--- src/rtl/line_ring_scheduler_pkg.sv ---
// Shared constants and state encoding for the mapping-layer line-buffer ring.
package line_ring_scheduler_pkg;

  localparam int IMG_W     = 320;
  localparam int IMG_H     = 180;
  localparam int NUM_BANKS = 4;
  localparam int ROW_W     = 8;

  typedef enum logic [2:0] {
    S_IDLE = 3'd0,
    S_FILL = 3'd1,
    S_RUN  = 3'd2,
    S_WAIT = 3'd3,
    S_DONE = 3'd4
  } state_t;

endpackage

--- src/rtl/line_ring_scheduler.sv ---
// Line-buffer ring sequencer: grants line writes into the bank ring, launches one
// 3-row window read pass per output row, and frees banks as passes complete.
module line_ring_scheduler
  import line_ring_scheduler_pkg::*;
#(
  parameter int IMG_H     = line_ring_scheduler_pkg::IMG_H,
  parameter int NUM_BANKS = line_ring_scheduler_pkg::NUM_BANKS,
  parameter int ROW_W     = line_ring_scheduler_pkg::ROW_W
) (
  input  logic                           i_clk,
  input  logic                           i_rst,
  input  logic                           i_frame_start,
  input  logic                           i_wr_line_done,
  output logic                           o_wr_allow,
  output logic [$clog2(NUM_BANKS)-1:0]   o_wr_bank,
  input  logic                           i_rd_ready,
  output logic                           o_rd_start,
  output logic [$clog2(NUM_BANKS)-1:0]   o_rd_base_bank,
  output logic [ROW_W-1:0]               o_rd_row,
  output logic                           o_pad_top,
  output logic                           o_pad_bot,
  input  logic                           i_rd_row_done,
  output logic [$clog2(NUM_BANKS+1)-1:0] o_lines_stored,
  output logic                           o_busy,
  output logic                           o_frame_done,
  output logic                           o_err
);

  localparam int BW = $clog2(NUM_BANKS);
  localparam int OW = $clog2(NUM_BANKS+1);
  localparam logic [ROW_W-1:0] ROW_LAST = ROW_W'(IMG_H - 1);
  localparam logic [ROW_W:0]   LINES    = (ROW_W+1)'(IMG_H);

  state_t           state, state_nxt;
  logic [ROW_W-1:0] wr_cnt, rd_row;
  logic [OW-1:0]    occ;
  logic [ROW_W:0]   need;
  logic             busy, wr_allow, wr_acc, launch, done_acc, last_done, rel_one;

  // Event qualification: write grant, launch compare and row-done decode
  always_comb begin
    need = {1'b0, rd_row} + (ROW_W+1)'(2);
    if (need > LINES) need = LINES;
    busy      = (state != S_IDLE);
    wr_allow  = busy && (occ < OW'(NUM_BANKS)) && ({1'b0, wr_cnt} < LINES);
    wr_acc    = i_wr_line_done && wr_allow;
    // FILL can launch directly once two lines are in, so row 0 starts one cycle after wr_cnt=2
    launch    = (state == S_RUN || (state == S_FILL && wr_cnt >= ROW_W'(2))) &&
                i_rd_ready && ({1'b0, wr_cnt} >= need);
    done_acc  = i_rd_row_done && (state == S_WAIT);
    last_done = done_acc && (rd_row == ROW_LAST);
    rel_one   = done_acc && (rd_row != '0);
  end

  // State register
  always_ff @(posedge i_clk) begin
    if (i_rst) state <= S_IDLE;
    else       state <= state_nxt;
  end

  // Next-state logic
  always_comb begin
    state_nxt = state;
    unique case (state)
      S_IDLE: if (i_frame_start) state_nxt = S_FILL;
      S_FILL: if (launch) state_nxt = S_WAIT;
              else if (wr_cnt >= ROW_W'(2)) state_nxt = S_RUN;
      S_RUN:  if (launch) state_nxt = S_WAIT;
      S_WAIT: if (done_acc) state_nxt = last_done ? S_DONE : S_RUN;
      S_DONE: state_nxt = S_IDLE;
      default: state_nxt = S_IDLE;
    endcase
  end

  // Output decode from registered state
  always_comb begin
    o_busy         = busy;
    o_frame_done   = (state == S_DONE);
    o_wr_allow     = wr_allow;
    o_wr_bank      = wr_cnt[BW-1:0];
    o_lines_stored = occ;
  end

  // Line/row counters and ring occupancy; counters clear on frame entry
  always_ff @(posedge i_clk) begin
    if (i_rst || (state == S_IDLE && i_frame_start)) begin
      wr_cnt <= '0;
      rd_row <= '0;
      occ    <= '0;
    end else begin
      if (wr_acc) wr_cnt <= wr_cnt + ROW_W'(1);
      if (done_acc && !last_done) rd_row <= rd_row + ROW_W'(1);
      // last row frees every bank; otherwise a write and a release cancel out
      if (last_done)             occ <= '0;
      else if (wr_acc && !rel_one) occ <= occ + OW'(1);
      else if (!wr_acc && rel_one) occ <= occ - OW'(1);
    end
  end

  // Pass launch: registered start pulse with pass descriptor held until next launch
  always_ff @(posedge i_clk) begin
    if (i_rst) begin
      o_rd_start     <= 1'b0;
      o_rd_row       <= '0;
      o_rd_base_bank <= '0;
      o_pad_top      <= 1'b0;
      o_pad_bot      <= 1'b0;
    end else begin
      o_rd_start <= launch;
      if (launch) begin
        o_rd_row       <= rd_row;
        o_rd_base_bank <= rd_row[BW-1:0] - BW'(1);
        o_pad_top      <= (rd_row == '0);
        o_pad_bot      <= (rd_row == ROW_LAST);
      end
    end
  end

  // Sticky protocol error; offending events are dropped by the qualifiers above
  always_ff @(posedge i_clk) begin
    if (i_rst) o_err <= 1'b0;
    else if ((i_wr_line_done && !wr_allow) ||
             (i_rd_row_done && state != S_WAIT) ||
             (i_frame_start && busy))
      o_err <= 1'b1;
  end

endmodule
--- config.mk ---
export PLATFORM = sky130hd
export DESIGN_NAME = line_ring_scheduler
export DESIGN_NICKNAME = d
export VERILOG_FILES = /design/src/rtl/line_ring_scheduler_pkg.sv /design/src/rtl/line_ring_scheduler.sv
export SDC_FILE = /design/constraint.sdc
export NUM_CORES = 1
export LEC_CHECK = 0
export ABC_AREA = 1
export BUFFER_PORTS_ARGS = -buffer_cell sky130_fd_sc_hd__buf_2
export CAP_MARGIN = 20
export CORE_ASPECT_RATIO = 1.1
export CORE_MARGIN = 8
export CORE_UTILIZATION = 30
export DETAILED_ROUTE_END_ITERATION = 12
export GPL_TIMING_DRIVEN = 0
export HOLD_SLACK_MARGIN = 0.08
export SLEW_MARGIN = 25
export SYNTH_ARGS = -nofsm -noshare
export SYNTH_HDL_FRONTEND = slang
export SYNTH_SLANG_ARGS = --single-unit
--- constraint.sdc ---
create_clock -name i_clk -period 3.8 [get_ports i_clk]
set_clock_uncertainty 0.2 [all_clocks]
set_input_delay 0.76 -clock i_clk [delete_from_list [all_inputs] [get_ports i_clk]]
set_output_delay 0.76 -clock i_clk [all_outputs]
set_load 0.01 [all_outputs]
==> results of run 1 <==
synthesized netlist by cell type, types with 2 or more instances:
cell type / instances / area (µm²)
a21oi_1: 31 / 155
buf_2: 2 / 10.0
buf_4: 2 / 15.0
buf_6: 2 / 22.5
dfxtp_1: 36 / 721
ha_1: 15 / 188
inv_1: 45 / 169
nand2_1: 44 / 165
nand3_1: 13 / 65.1
nand4_1: 5 / 31.3
nor2_1: 24 / 90.1
nor2_4: 3 / 33.8
nor3_1: 7 / 35.0
o21ai_0: 17 / 85.1
o21ai_1: 9 / 45.0
o21ai_2: 3 / 26.3
xor2_1: 7 / 61.3
cells by family after synthesis:
| logic type | count (synthesis) |
|---|---|
| buffers and inverters | 53 |
| AO/OA/AOI/OAI | 66 |
| XOR/XNOR | 8 |
| adder cells (fa/ha/maj) | 16 |
| AND/OR/NAND/NOR | 103 |
| flip-flops | 36 |
| multiplexers | 1 |
worst min path at each step:
stage	startpoint	end	slack, ns
2_1_floorplan	wr_cnt[7]$_SDFFE_PP0P_	wr_cnt[7]$_SDFFE_PP0P_	0.26
3_3_place_gp	o_rd_base_bank[0]$_SDFFE_PP0P_	o_rd_base_bank[0]$_SDFFE_PP0P_	0.25
3_5_place_dp	o_rd_base_bank[0]$_SDFFE_PP0P_	o_rd_base_bank[0]$_SDFFE_PP0P_	0.25
4_1_cts	o_rd_base_bank[0]$_SDFFE_PP0P_	o_rd_base_bank[0]$_SDFFE_PP0P_	0.27
5_1_grt	o_rd_base_bank[0]$_SDFFE_PP0P_	o_rd_base_bank[0]$_SDFFE_PP0P_	0.29
6_report	o_rd_base_bank[0]$_SDFFE_PP0P_	o_rd_base_bank[0]$_SDFFE_PP0P_	0.26
cell usage in the layout, fill, tap and decap left out, types with 5 or more instances in the layout:
cell | Yosys | layout
ha_1 | 15 | 15
nand3_1 | 13 | 13
a21oi_1 | 31 | 31
nand2_1 | 44 | 44
nor2_1 | 24 | 24
inv_1 | 45 | 45
o21ai_1 | 9 | 9
nor3_1 | 7 | 7
nand4_1 | 5 | 5
xor2_1 | 7 | 7
o21ai_0 | 17 | 17
buf_2 | 2 | 29
dfxtp_1 | 36 | 36
clkbuf_8 | 0 | 5
sequential cells by signal, indices dropped and copies added, names as in the netlist:
register        flops
o_err               1
o_rd_row            8
o_lines_stored      3
state               3
o_rd_base_bank      2
o_pad_bot           1
wr_cnt              8
o_pad_top           1
o_rd_start          1
rd_row              8
power by group:
group	internal (mW)	switching, mW
Clock	0.195	0.141
Sequential	0.411	0.0347
Combinational	0.132	0.233
through the flow:
step	cell area [µm²]	hold WS (ns)	cells	total power, mW	util, %
finish	2410	0.263	400	1.15	36.4
global placement	2310	0.255	392	0.813	34.8
CTS	2410	0.267	400	1.16	36.4
floorplan	2070	0.261	283	0.711	-
detailed placement	2310	0.255	392	0.820	34.8
global route	2410	0.286	400	1.23	36.4
metal layers:
metal	vias up	global-route usage, %	routed length [µm]
met3	4	3.64	356
met1	825	11.8	2050
met2	36	16.8	2210
li1	994	-	-
met4	0	3.25	53
met5	-	0	0
layout make-up:
class / instances / share of cell area (%)
multi-input combinational: 194 / 46.6
inverter: 46 / 7.15
clock inverter: 2 / 1.45
tap: 82 / 4.25
clock buffer: 6 / 3.01
buffer: 7 / 2.13
timing repair buffer: 27 / 5.60
sequential: 36 / 29.9
critical path, cell delays in order (launching register included):
cell     delay [ns]
dfxtp_1        0.43
ha_1           0.23
nand3_1        0.16
xor2_1         0.23
nand2_1        0.07
o21ai_0        0.16
nand2_1        0.09
nand2_1        0.17
nor2_1         0.06
ha_1           0.29
nand2_1        0.07
nor2_1         0.10
nand2_1        0.06
nand3_1        0.07
nand2_1        0.05
nand2_1        0.06
nand2_1        0.17
inv_2          0.13
buf_2          0.22
a21oi_1        0.09
==> flow_summary.json, run 1 <==
{
  "grt_pass1_vias": 1767,
  "cp-endpoint": "o_rd_row[0]$_SDFFE_PP0P_",
  "synthCells": 283,
  "p_leak_nw": 1.09,
  "drv_cap": 0,
  "multi_input_area_um2": 1120,
  "cts_root_buf": "clkbuf_8",
  "rsz0062_at_grt": "no",
  "grt_use_total_pct": 10.1,
  "cts_hold_buf": 0,
  "ys_async_sr_fraction_pct": 0,
  "antenna_cells": 0,
  "initial_core_util_pct": 31.2,
  "setup_violations": 0,
  "worstRegToRegCells": 19,
  "wl_per_cell_um": 11.7,
  "drt_iter0_markers": 79,
  "synth-main-ff-cell": "dfxtp_1",
  "peakVddDrop_v": 0.000204,
  "powerDensity_nw_per_um2": 475,
  "min_period_ns": 3.21,
  "rr_endpoint": "o_rd_row[0]$_SDFFE_PP0P_",
  "antenna_found_initial": 0,
  "worstPathRequired_ns": 3.77,
  "synth_mux_area_share_pct": 0.484,
  "slew_headroom_pct": 67.9,
  "cts_sinks": 36,
  "synth_edf_count": 0,
  "critPathMaxFanout": 10,
  "gp_congestion": 0.833,
  "hp-class": "flip-flop to flip-flop",
  "ys_ff_latch": 36,
  "grt_pass1_wl_um": 7910,
  "synth_warnings": 0,
  "grt_max_degree": 12,
  "cp.arrival_ns": 3.18,
  "post-route-period-util_pct": 84.5,
  "setup_slack_ns": 0.590,
  "slew_violations": 0,
  "setup_tns_ns": 0,
  "synth_nets": 305,
  "status": "complete, no violations",
  "rrSetupSlack_ns": 0.59,
  "fill_cells": 689,
  "finalHoldViolCount": 0,
  "post_cts_resized": 0,
  "worst_slew_pin_slew_ns": 0.481,
  "syn_area_per_cell_um2": 7.31,
  "synth_xor_area_share_pct": 3.39,
  "drc": 0,
  "synth_cell_types": 35,
  "vias": 1859,
  "clkSlewWorstSetupHoldPaths_ns": 0.07,
  "synthAdderAreaFrac_pct": 10.0,
  "num_rows": 31,
  "dieArea_um2": 9810,
  "worstReg2RegStart": "rd_row[1]$_SDFFE_PP0P_",
  "ant_nets": 0,
  "drt-vias-per-instance": 4.65,
  "fmax_ghz": 0.312,
  "synth_compound_area_share_pct": 17.2,
  "post-place-ws_ns": 0.600,
  "fin_nets": 339,
  "hpwlAfterDp_um": 3690,
  "port_buffers": 27,
  "die_w_um": 95.2,
  "endpoint_kind": "flip-flop",
  "area_delta_synth_final_pct": 16.7,
  "die_h_um": 103,
  "postCtsSetupRepairBufs": 0,
  "htree_levels": 2,
  "critical_path.startpoint": "rd_row[1]$_SDFFE_PP0P_",
  "drive_gt1_share_pct": 16.0,
  "crit_type": "flip-flop to flip-flop",
  "grt-ovfl-total": 0,
  "clock_latency_ns": 0.29,
  "ioPinCount": 28,
  "cts_tree": "done",
  "start_kind": "flip-flop",
  "drtPass1Iterations": 4,
  "cts_made_buffers": 5,
  "seq_area_um2": 721,
  "totalWireLength_um": 4670,
  "synthesis.area_um2": 2070,
  "hold_path_depth": 2,
  "ys_seq_area_share_pct": 34.8,
  "core-area_um2": 6630,
  "synth-simple-area-share_pct": 23.2,
  "synth_top_family_by_area": "simple AND/OR/NAND/NOR gates",
  "cts_max_path_buffers": 2
}
(Power assumes the default switching activity.)
==> run 2, diff against run 1 <==
- clock period: 3.8 -> 2.9 ns (I/O delays scaled with it)
==> run 2 against run 1 <==
Setup slack worse by 0.47 ns; power rose by 33%; global-route usage increased by 0.12 points; non-clock buffer count is 7 higher; design area rose by 8.1%; register-to-register slack worse by 0.47 ns; largest power group unchanged.
==> flow_summary.json, run 2 (synthesis gave the netlist of run 1 again) <==
{
  "antenna_cells": 0,
  "cp-endpoint": "o_rd_row[0]$_SDFFE_PP0P_",
  "placed_cells": 392,
  "peakVddDrop_v": 0.000273,
  "endpoint_kind": "flip-flop",
  "hpwlAfterDp_um": 3690,
  "final_cells": 407,
  "finalHoldViolCount": 0,
  "final_common_cell": "inv_1",
  "cts_sinks": 36,
  "htree_levels": 2,
  "cts_root_buf": "clkbuf_8",
  "worstRegToRegCells": 20,
  "gp_congestion": 0.833,
  "rsz0062_at_grt": "yes",
  "setup_violations": 0,
  "antenna_found_initial": 0,
  "die_h_um": 103,
  "p_int_uw": 975,
  "cts_max_path_buffers": 2,
  "slowest_delay_ns": 0.41,
  "postLayoutCoreUtil_pct": 39.4,
  "rrSetupSlack_ns": 0.12,
  "drt-vias-per-instance": 4.72,
  "grt_max_degree": 12,
  "cp_common_cell": "nand2_1",
  "vias": 1922,
  "seq_power_share_pct": 38.2,
  "grt_pass1_vias": 1787,
  "worstPathBufferInverterCount": 3,
  "net-switching-power_uw": 552,
  "cts_made_buffers": 5,
  "slew_headroom_pct": 66.6,
  "area_delta_synth_final_pct": 26.2,
  "num_rows": 31,
  "cts_hold_buf": 0,
  "setup_tns_ns": 0,
  "crit_type": "flip-flop to flip-flop",
  "cts_tree": "done",
  "slowest_stage": "dfxtp_4",
  "totalWireLength_um": 4910,
  "setup_slack_ns": 0.118,
  "ioPinCount": 28,
  "fmax_ghz": 0.360,
  "port_buffers": 27,
  "critical_path.startpoint": "rd_row[1]$_SDFFE_PP0P_",
  "worstPathRequired_ns": 2.87,
  "worstReg2RegStart": "rd_row[1]$_SDFFE_PP0P_",
  "drv_cap": 0,
  "status": "complete, no violations",
  "crit_family": "simple AND/OR/NAND/NOR gates",
  "design_power_total_mw": 1.53,
  "drtPass1Iterations": 4,
  "slew_violations": 0,
  "ant_nets": 0,
  "combPwrFrac_pct": 32.9,
  "initial_core_util_pct": 31.2,
  "worstPathCellList": "ha_4, nand3_4, xor2_2, nand2_1, o21ai_1, nand2_1, nand2_2, nor2_2, ha_1, nand2_1, inv_1, nand2_1, nand3_2, nand2_1, nand2_2, nand2_4, inv_6, clkbuf_16, o21ai_1, a21oi_1",
  "core-area_um2": 6630,
  "grt-ovfl-total": 0,
  "fin_nets": 346,
  "post-route-period-util_pct": 95.9,
  "drc": 0,
  "critPathMaxFanout": 6,
  "post-place-ws_ns": -0.300,
  "pwr-share-clk_pct": 28.9,
  "dieArea_um2": 9810,
  "rr_endpoint": "o_rd_row[0]$_SDFFE_PP0P_",
  "cp.arrival_ns": 2.75,
  "grt_pass1_wl_um": 8020,
  "worst_slew_pin_slew_ns": 0.500,
  "drive_gt1_share_pct": 24.3,
  "p_leak_nw": 1.15,
  "min_period_ns": 2.78,
  "powerDensity_nw_per_um2": 585,
  "clkSlewWorstSetupHoldPaths_ns": 0.08,
  "clock_latency_ns": 0.29,
  "cp_num_cells": 20,
  "start_kind": "flip-flop",
  "die_w_um": 95.2,
  "hp-class": "flip-flop to flip-flop",
  "grt_use_total_pct": 10.2,
  "wl_per_cell_um": 12.1,
  "swShare_pct": 36.1,
  "layout_common_cells": "inv_1, nand2_1, dfxtp_1, a21oi_1, buf_2",
  "drt_iter0_markers": 93,
  "reg.largest.list": "o_rd_row (8), rd_row (8), wr_cnt (8)"
}
-- run 2: cell count changes in the layout (fill, tap and decap cells not counted), moves of 3 or more --
cell and change:
dfxtp_1 -3, buf_4 +7, nand2_1 -5, dfxtp_4 +3, nand2_2 +4, nand3_1 -3
-- run 2: metrics by stage --
stage               cell area [µm²]  hold WS, ns
floorplan                      2070        0.261
global placement               2310        0.255
detailed placement             2310        0.255
CTS                            2480        0.266
global route                   2610        0.284
finish                         2610        0.262
-- run 2: final cells by class --
class,count,area [µm²]
Multi-Input combinational cell,194,1220
Fill cell,673,4020
Timing Repair Buffer,34,205
Inverter,46,178
Tap cell,82,103
Clock buffer,6,72.6
Clock inverter,2,35.0
Buffer,7,63.8
Sequential cell,36,732
-- run 2: worst register-to-register path: stages (launching register included) --
cell,delay (ns)
dfxtp_4,0.41
ha_4,0.17
nand3_4,0.07
xor2_2,0.16
nand2_1,0.06
o21ai_1,0.14
nand2_1,0.09
nand2_2,0.12
nor2_2,0.04
ha_1,0.32
nand2_1,0.09
inv_1,0.04
nand2_1,0.07
nand3_2,0.07
nand2_1,0.08
nand2_2,0.06
nand2_4,0.12
inv_6,0.06
clkbuf_16,0.15
o21ai_1,0.11
a21oi_1,0.05
-- run 2: how the worst min path moves through the flow --
stage / from / end / slack, ns / cells past startpoint
6_report: o_rd_base_bank[0]$_SDFFE_PP0P_ / o_rd_base_bank[0]$_SDFFE_PP0P_ / 0.26 / 2
4_1_cts: o_rd_base_bank[0]$_SDFFE_PP0P_ / o_rd_base_bank[0]$_SDFFE_PP0P_ / 0.27 / 2
3_5_place_dp: o_rd_base_bank[0]$_SDFFE_PP0P_ / o_rd_base_bank[0]$_SDFFE_PP0P_ / 0.25 / 2
2_1_floorplan: wr_cnt[7]$_SDFFE_PP0P_ / wr_cnt[7]$_SDFFE_PP0P_ / 0.26 / 2
3_3_place_gp: o_rd_base_bank[0]$_SDFFE_PP0P_ / o_rd_base_bank[0]$_SDFFE_PP0P_ / 0.25 / 2
5_1_grt: o_rd_base_bank[0]$_SDFFE_PP0P_ / o_rd_base_bank[0]$_SDFFE_PP0P_ / 0.28 / 2
-- run 2: layer usage --
metal	vias up	GRT usage [%]	routed length [µm]	part of all wire (%)
met2	29	17.1	2380	48
met1	884	11.9	2180	44
met3	4	3.64	296	6.0
met4	0	3.25	55	1.1
li1	1005	-	-	-
met5	-	0	0	0
-- run 2: power groups by stage --
stage               Sequential, mW  Combinational, mW  Clock [mW]
floorplan                    0.597              0.335           0
global placement             0.593              0.473           0
detailed placement           0.595              0.479           0
CTS                          0.583              0.487       0.448
global route                 0.588              0.573       0.474
finish                       0.583              0.503       0.441
-- run 2: repair_timing --
action / in CTS / in global routing
gates resized for setup: 12 / 24
setup buffers: 2 / 4
setup endpoints to repair: 15 / 16
pin swaps: 3 / 15
cloned: 0 / 1
